### src/rtl/button_debouncer_if.sv
// rtl/button_debouncer_if.sv - button debouncer signal bundle (raw buttons in, debounced level/pulses out)
interface button_debouncer_if #(
  parameter int N_CH = 4
);
  logic [N_CH-1:0] btn;
  logic [N_CH-1:0] level;
  logic [N_CH-1:0] press;
  logic [N_CH-1:0] release_;
  logic [N_CH-1:0] toggle;

  modport master (output btn, input level, press, release_, toggle);
  modport slave  (input btn, output level, press, release_, toggle);
endinterface

### src/rtl/button_debouncer.sv
// rtl/button_debouncer.sv - per-channel 2-flop sync + stability-counter debouncer; toggle flops built only with DEBOUNCE_TOGGLE_EN
module button_debouncer #(
  parameter int N_CH          = 4,
  parameter int STABLE_CYCLES = 3,
  parameter int CNT_W         = 8
) (
  input logic            clk,
  input logic            rst,
  button_debouncer_if.slave bus
);

  // Counter value at which a differing sample is accepted as the new level.
  localparam logic [CNT_W-1:0] LAST_CNT = CNT_W'(STABLE_CYCLES - 1);

  logic [N_CH-1:0]  sync1;
  logic [N_CH-1:0]  sync2;
  logic [CNT_W-1:0] cnt [N_CH];
  logic [N_CH-1:0]  levelQ;
  logic [N_CH-1:0]  pressQ;
  logic [N_CH-1:0]  releaseQ;
  logic [N_CH-1:0]  differ;
  logic [N_CH-1:0]  accept;

  // Two-stage synchroniser for the asynchronous button inputs.
  always_ff @(posedge clk or posedge rst) begin
    if (rst) begin
      sync1 <= '0;
      sync2 <= '0;
    end else begin
      sync1 <= bus.btn;
      sync2 <= sync1;
    end
  end

  // A channel flips its level once the synchronised input has disagreed for STABLE_CYCLES samples.
  always_comb begin
    differ = '0;
    accept = '0;
    for (int i = 0; i < N_CH; i++) begin
      differ[i] = sync2[i] ^ levelQ[i];
      accept[i] = differ[i] && (cnt[i] == LAST_CNT);
    end
  end

  // Stability counters: cleared on agreement or acceptance, so they never pass LAST_CNT.
  always_ff @(posedge clk or posedge rst) begin
    if (rst) begin
      for (int i = 0; i < N_CH; i++) cnt[i] <= '0;
    end else begin
      for (int i = 0; i < N_CH; i++) begin
        if (!differ[i] || accept[i]) cnt[i] <= '0;
        else                         cnt[i] <= cnt[i] + CNT_W'(1);
      end
    end
  end

  // Debounced level and its edge pulses are registered together on the accepting edge.
  always_ff @(posedge clk or posedge rst) begin
    if (rst) begin
      levelQ   <= '0;
      pressQ   <= '0;
      releaseQ <= '0;
    end else begin
      levelQ   <= levelQ ^ accept;
      pressQ   <= accept & sync2;
      releaseQ <= accept & ~sync2;
    end
  end

`ifdef DEBOUNCE_TOGGLE_EN
  logic [N_CH-1:0] toggleQ;

  // Toggle state flips on the edge following each press pulse.
  always_ff @(posedge clk or posedge rst) begin
    if (rst) toggleQ <= '0;
    else     toggleQ <= toggleQ ^ pressQ;
  end

  assign bus.toggle = toggleQ;
`else
  assign bus.toggle = '0;
`endif

  assign bus.level    = levelQ;
  assign bus.press    = pressQ;
  assign bus.release_ = releaseQ;

endmodule

### src/flat_wrapper.sv
// flat-port wrapper written by rule: the top's interface ports become plain ports
module button_debouncer_flat 
#(
  parameter int N_CH          = 4,
  parameter int STABLE_CYCLES = 3,
  parameter int CNT_W         = 8
)
  (clk, rst, bus_btn, bus_level, bus_press, bus_release_, bus_toggle);
  button_debouncer_if #(.N_CH(N_CH)) bus_i ();
  input logic clk;
  input logic rst;
  input wire logic [$bits(bus_i.btn)-1:0] bus_btn;
  output wire logic [$bits(bus_i.level)-1:0] bus_level;
  output wire logic [$bits(bus_i.press)-1:0] bus_press;
  output wire logic [$bits(bus_i.release_)-1:0] bus_release_;
  output wire logic [$bits(bus_i.toggle)-1:0] bus_toggle;
  assign bus_i.btn = bus_btn;
  assign bus_level = bus_i.level;
  assign bus_press = bus_i.press;
  assign bus_release_ = bus_i.release_;
  assign bus_toggle = bus_i.toggle;
  button_debouncer #(.N_CH(N_CH), .STABLE_CYCLES(STABLE_CYCLES), .CNT_W(CNT_W)) u_core (.clk(clk), .rst(rst), .bus(bus_i));
endmodule
### config.mk
export PLATFORM = sky130hd
export DESIGN_NAME = button_debouncer_flat
export DESIGN_NICKNAME = d
export VERILOG_FILES = /design/src/rtl/button_debouncer_if.sv /design/src/rtl/button_debouncer.sv /design/src/flat_wrapper.sv
export SDC_FILE = /design/constraint.sdc
export NUM_CORES = 1
export LEC_CHECK = 0
export ABC_AREA = 1
export CORE_MARGIN = 5
export CORE_UTILIZATION = 30
export DETAILED_ROUTE_END_ITERATION = 8
export PLACE_DENSITY = 0.58
export RECOVER_POWER = 25
export SETUP_SLACK_MARGIN = 0.1
export SLEW_MARGIN = 25
export SYNTH_ARGS = -nofsm -noshare
export SYNTH_HDL_FRONTEND = slang
export SYNTH_SLANG_ARGS = --single-unit
### constraint.sdc
create_clock -name clk -period 4.9 [get_ports clk]
set_input_delay 0.98 -clock clk [delete_from_list [all_inputs] [get_ports clk]]
set_output_delay 0.98 -clock clk [all_outputs]
set_load 0.005 [all_outputs]
==> flow_summary.toml, run 1 <==
[worst_setup_path]
path_cells = "clkdlybuf4s50_1"
worst-endpoint-required_ns = 3.92
path_buf_inv = 1
critical_path.max_fanout = 5
startpoint_to_endpoint_class_of_the_critical_path = "reg -> out"
worst-endpoint-arrival_ns = 1.29
critPathTopFamily = "buffers and inverters"
crit_path_max_incr_delay_ns = 0.54
crit_path_top_delay_cell = "clkdlybuf4s50_1"
end_kind = "output pin"
timing.critical_path.from_type = "flop"

[synthesis]
synth-seq-area-share_pct = 54.3
yosysUniqueCellTypes = 19
synth_area_mm2 = 0.00240
mean_instance_size_in_the_synthesized_netlist_um2 = 8.69
yosysWarnings = 0
synth_cells = 276
ys_ff_latch = 52

[sta]
min_period_over_period_pct = 46.4
setup_viol = 0
layout_setup_ws_ns = 2.63
fin_worst_skew_ns = 0.00809
timing.final.crit_period_ns = 2.27
rsz_0062_raised_after_global_routing = "false"
final_max_slew_viol_count = 0
timing.max_slew.rel_slack_pct = 53.7
achievable-frequency_mhz = 440
setup_tns_ns = 0
hold_violations = 0
tightest_slew_ns = 0.694

[clock_network]
post-cts-setup-buffers = 0
cts.clk_slew.worst_paths_ns = 0.09
cts_hold_buffers = 0
post_cts.resized_instances = 0
cts.sinks = 52
ctsRootBufferMaster = "clkbuf_8"
clkLatencyLatePin_ns = 0.30
clock_path_buffers = 2
cts_inserted_buffers = 5
tritoncts_clock_tree = "done"
cts_max_level = 2

[hold_path]
min-delay-path-class = "reg -> reg"

[floorplanning]
floorplan.io_pins = 22
floorplan.die.height_um = 99.4
die_w_um = 99.4
die_footprint_mm2 = 0.00988
initial_utilization_pct = 30.9
core_mm2 = 0.00777
fp-row-count = 32

[placed_design]
place_congestion = 0.755
dpl-instance-area_mm2 = 0.00269
pre_cts_ws_ns = 2.75
dp.final_hpwl_um = 2840
port_buffer_count = 17

[grt]
aggregate_global_routing_overflow = 0
antenna_found_initial = 0
grt_first_pass_wirelength_um = 7070
pin_count_of_the_biggest_net_entering_global_routing = 35
via_count_of_the_first_global_routing_pass = 1671
groute.usage.overall_pct = 8.81

[drt]
viasPerCell = 4.11
routed-wl-met3_um = 143
vias = 1654
dr.pass1.iters = 4
route.met2.wl_um = 1840
detail_route.wirelength_um = 3820
drcViolationCount = 0
route.detailed.wl_per_inst_um = 9.50
routed.top_layer = "met4"
count_of_antenna_violating_nets_left_after_detailed_routing = 0
wire_length_on_met1_um = 1750
drt-initial-drc-count = 21

[pwr]
finalPower_mw = 1.03
pwr_dens_mw_per_mm2 = 373
vdd_ir_drop_max_mv = 0.113
p_leak_nw = 1.29

[flow_run]
cap_violations = 0

[layout]
area_growth_syn_to_layout_pct = 14.5
multi_input_comb_area_um2 = 935
fraction_of_the_core_area_covered_by_cells_at_the_end_of_the_flow_pct = 35.4
final_common_cell = "nand2_1"
commonest_cells_after_routing_fill_and_taps_aside = "70 x nand2_1, 52 x dfrtp_1, 51 x nor2_1, 32 x inv_1, 15 x nand3_1"
num-fill-cells = 826
final_nets = 314
final-seq-area_mm2 = 0.00130
layout-drive-gt1-share_pct = 7.00
insertedDiodeCount = 0
layout.cell_area.non_filler_mm2 = 0.00275

[outcome]
status = "finished, final reports clean"
power by group:
part	total (mW)	internal (mW)	switching, mW
registers	0.546	0.486	0.0596
logic	0.250	0.107	0.143
clock network	0.229	0.0969	0.132
through the flow:
step | std cells | hold slack [ns]
2_1_floorplan | 279 | 0.331
3_3_place_gp | 395 | 0.333
3_5_place_dp | 395 | 0.336
4_1_cts | 402 | 0.358
5_1_grt | 402 | 0.366
6_report | 402 | 0.355
cell type report:
class	count	share of cell area [%]
clock buffers	5	2.51
clock inverters	2	0.456
inverters	33	4.51
multi-input cells	190	34.0
flip-flops and latches	52	47.4
well taps	102	4.65
repair buffers	18	6.47
routing by layer:
metal  up-vias  track usage, %
li1        875               -
met1       756            10.2
met2        18            14.9
met3         5            2.17
met4         0            4.73
met5         -               0
final timing paths:
kind / from / end / slack (ns) / depth (start not counted)
max: flop / bus_level[2] / 2.63 / 1
min: u_core.sync1[2] / u_core.sync2[2] / 0.35 / 0
max reg2reg: u_core.cnt[24] / u_core.cnt[30] / 3.52 / 7
min reg2reg: u_core.sync1[2] / u_core.sync2[2] / 0.35 / 0
max in group asynchronous: rst / u_core.sync1[0] / 2.78 / 3
min in group asynchronous: rst / u_core.bus.release_[2] / 1.22 / 2
flip-flops by register name, indices dropped and copies added (netlist names), named ones only:
register             count
u_core.bus.press         4
u_core.bus.release_      4
u_core.cnt              32
u_core.sync1             4
u_core.sync2             4
synthesized netlist by cell type, drive strengths merged:
master  count  area [um2]
xor2        8        77.6
o21ai      13        65.1
nand3      15        75.1
nor2       56         223
inv        33         124
dfrtp      52        1300
ha          8         100
nor3        7        45.0
conb        1        3.75
nand2      75         319
xnor2       4        35.0
buf         4        30.0
kinds of logic (layout without fill, tap and decap cells):
group | Yosys count | count (layout) | share of synthesized area (%)
AOI/OAI and AO/OA | 13 | 13 | 2.71
xor gates and xnor gates | 12 | 12 | 4.69
adders and majority gates | 8 | 8 | 4.17
buffers and inverters | 37 | 58 | 6.42
DFF | 52 | 52 | 54.3
other | 1 | 4 | 0.156
and+or+nand+nor | 153 | 153 | 27.6
Note: power is estimated with default switching activity, not from simulation.
==> run 2: changes to the inputs <==
==> constraint.sdc (replaced) <==
create_clock -name clk -period 2.27 [get_ports clk]
set_input_delay 0.454 -clock clk [delete_from_list [all_inputs] [get_ports clk]]
set_output_delay 0.454 -clock clk [all_outputs]
set_load 0.005 [all_outputs]
==> run 2 against run 1 <==
Net effect: clock skew shrank 0.0042 ns; largest power group unchanged; largest cell class unchanged; critical path depth is the same; sequential share of layout area shrank 0.74 points; wire length grew 0.24%; sequential power grew 120%; register-to-register slack lost 2.6 ns.
==> flow_summary.toml, run 2 (synthesis results as in run 1) <==
[outcome]
status = "finished, final reports clean"

[sta]
hold_violations = 0
min_period_over_period_pct = 77.2
setup_tns_ns = 0
setup_viol = 0
finalHoldWorstSlack_ns = 0.355
final_max_slew_viol_count = 0
fin_worst_skew_ns = 0.00387
timing.max_slew.rel_slack_pct = 16.6
timing.final.crit_period_ns = 1.75
rsz_0062_raised_after_global_routing = "false"
layout_setup_ws_ns = 0.517
achievable-frequency_mhz = 570
tightest_slew_ns = 1.25

[worst_setup_path]
end_kind = "output pin"
critPathTopFamily = "buffers and inverters"
timing.rr.start = "u_core.cnt[8]"
reg2reg_to = "u_core.cnt[13]"
crit_path_max_incr_delay_ns = 0.54
critical_path.max_fanout = 5
crit_path_top_delay_cell = "clkdlybuf4s50_1"
startpoint_to_endpoint_class_of_the_critical_path = "reg -> out"
r2r_slack_ns = 0.96
critical_path_cell_count = 1
r2r.worst_path.cells = 7
path_cells = "clkdlybuf4s50_1"
worst-endpoint-required_ns = 1.82
worst-endpoint-arrival_ns = 1.30
path_buf_inv = 1
timing.critical_path.from_type = "flop"
setup.worst_path.end = "bus_level[2]"

[grt]
antenna_found_initial = 0
aggregate_global_routing_overflow = 0
pin_count_of_the_biggest_net_entering_global_routing = 53
groute.usage.overall_pct = 8.64
via_count_of_the_first_global_routing_pass = 1655
grt_first_pass_wirelength_um = 7020

[drt]
count_of_antenna_violating_nets_left_after_detailed_routing = 0
viasPerCell = 4.15
drcViolationCount = 0
detail_route.wirelength_um = 3830
route.detailed.wl_per_inst_um = 9.50
dr.pass1.iters = 4
vias = 1672
drt-initial-drc-count = 83

[placed_design]
dp.final_hpwl_um = 2780
place_congestion = 0.805
dpl-instance-area_mm2 = 0.00270
port_buffer_count = 17
pre_cts_ws_ns = 0.840

[layout]
multi_input_comb_area_um2 = 955
final_common_cell = "nand2_1"
layout-drive-gt1-share_pct = 8.64
area_growth_syn_to_layout_pct = 16.3
num-fill-cells = 787
final-seq-area_mm2 = 0.00130
final_nets = 314
insertedDiodeCount = 0
largest_register_ff_count = 32
commonest_cells_after_routing_fill_and_taps_aside = "66 x nand2_1, 52 x dfrtp_1, 51 x nor2_1, 31 x inv_1, 15 x nand3_1"
top_register = "u_core.cnt"
layout.cell_area.non_filler_mm2 = 0.00279

[pwr]
cellInternalPower_mw = 1.62
p_leak_nw = 1.30
finalPower_mw = 2.36
power_switching_mw = 0.745
clock_power_share_pct = 26.1
switching_share_pct = 31.5
power_frac_comb_pct = 23.9
sequentialPowerShare_pct = 50.0
pwr_dens_mw_per_mm2 = 847
vdd_ir_drop_max_mv = 0.300

[clock_network]
post_cts.resized_instances = 0
cts_max_level = 2
cts_hold_buffers = 0
tritoncts_clock_tree = "done"
cts.clk_slew.worst_paths_ns = 0.09
cts.sinks = 52
cts_inserted_buffers = 5
post-cts-setup-buffers = 0
ctsRootBufferMaster = "clkbuf_8"
clock_path_buffers = 2
clkLatencyLatePin_ns = 0.30

[floorplanning]
fp-row-count = 32
floorplan.io_pins = 22
core_mm2 = 0.00777
die_w_um = 99.4
die_footprint_mm2 = 0.00988
initial_utilization_pct = 30.9
floorplan.die.height_um = 99.4

[hold_path]
min-delay-path-class = "reg -> reg"

[flow_run]
cap_violations = 0
==> run 2: per-layer routing <==
metal	track usage [%]	wire length (um)
met5	0	0
met4	3.68	65
met3	2.66	142
met2	14.3	1830
met1	10.4	1800
==> run 2: metrics by stage <==
stage | utilization [%] | instances
final | 35.9 | 403
after global routing | 35.9 | 403
after CTS | 36.1 | 403
after detailed placement | 34.7 | 395
after global placement | 34.7 | 395
after floorplan | - | 279
==> run 2: worst min path at each step <==
stage	endpoint	depth (start not counted)	start
6_report	u_core.sync2[1]	0	u_core.sync1[1]
2_1_floorplan	u_core.sync2[0]	0	u_core.sync1[0]
3_5_place_dp	u_core.sync2[1]	0	u_core.sync1[1]
5_1_grt	u_core.sync2[3]	0	u_core.sync1[3]
3_3_place_gp	u_core.sync2[1]	0	u_core.sync1[1]
4_1_cts	u_core.sync2[1]	0	u_core.sync1[1]
==> run 2: final cells by class <==
cell class	count	share of cell area, %
Sequential cell	52	46.6
Multi-Input combinational cell	190	34.2
Timing Repair Buffer	18	6.28
Tap cell	102	4.57
Inverter	33	4.44
Clock buffer	6	2.60
Clock inverter	2	1.26
==> run 2: power by group through the flow <==
stage          Sequential [mW]  Combinational, mW  Clock, mW
4_1_cts                   1.18              0.589      0.656
3_3_place_gp              1.19              0.580          0
2_1_floorplan             1.19              0.390          0
6_report                  1.18              0.565      0.617
5_1_grt                   1.21              0.660      0.691
3_5_place_dp              1.20              0.587          0
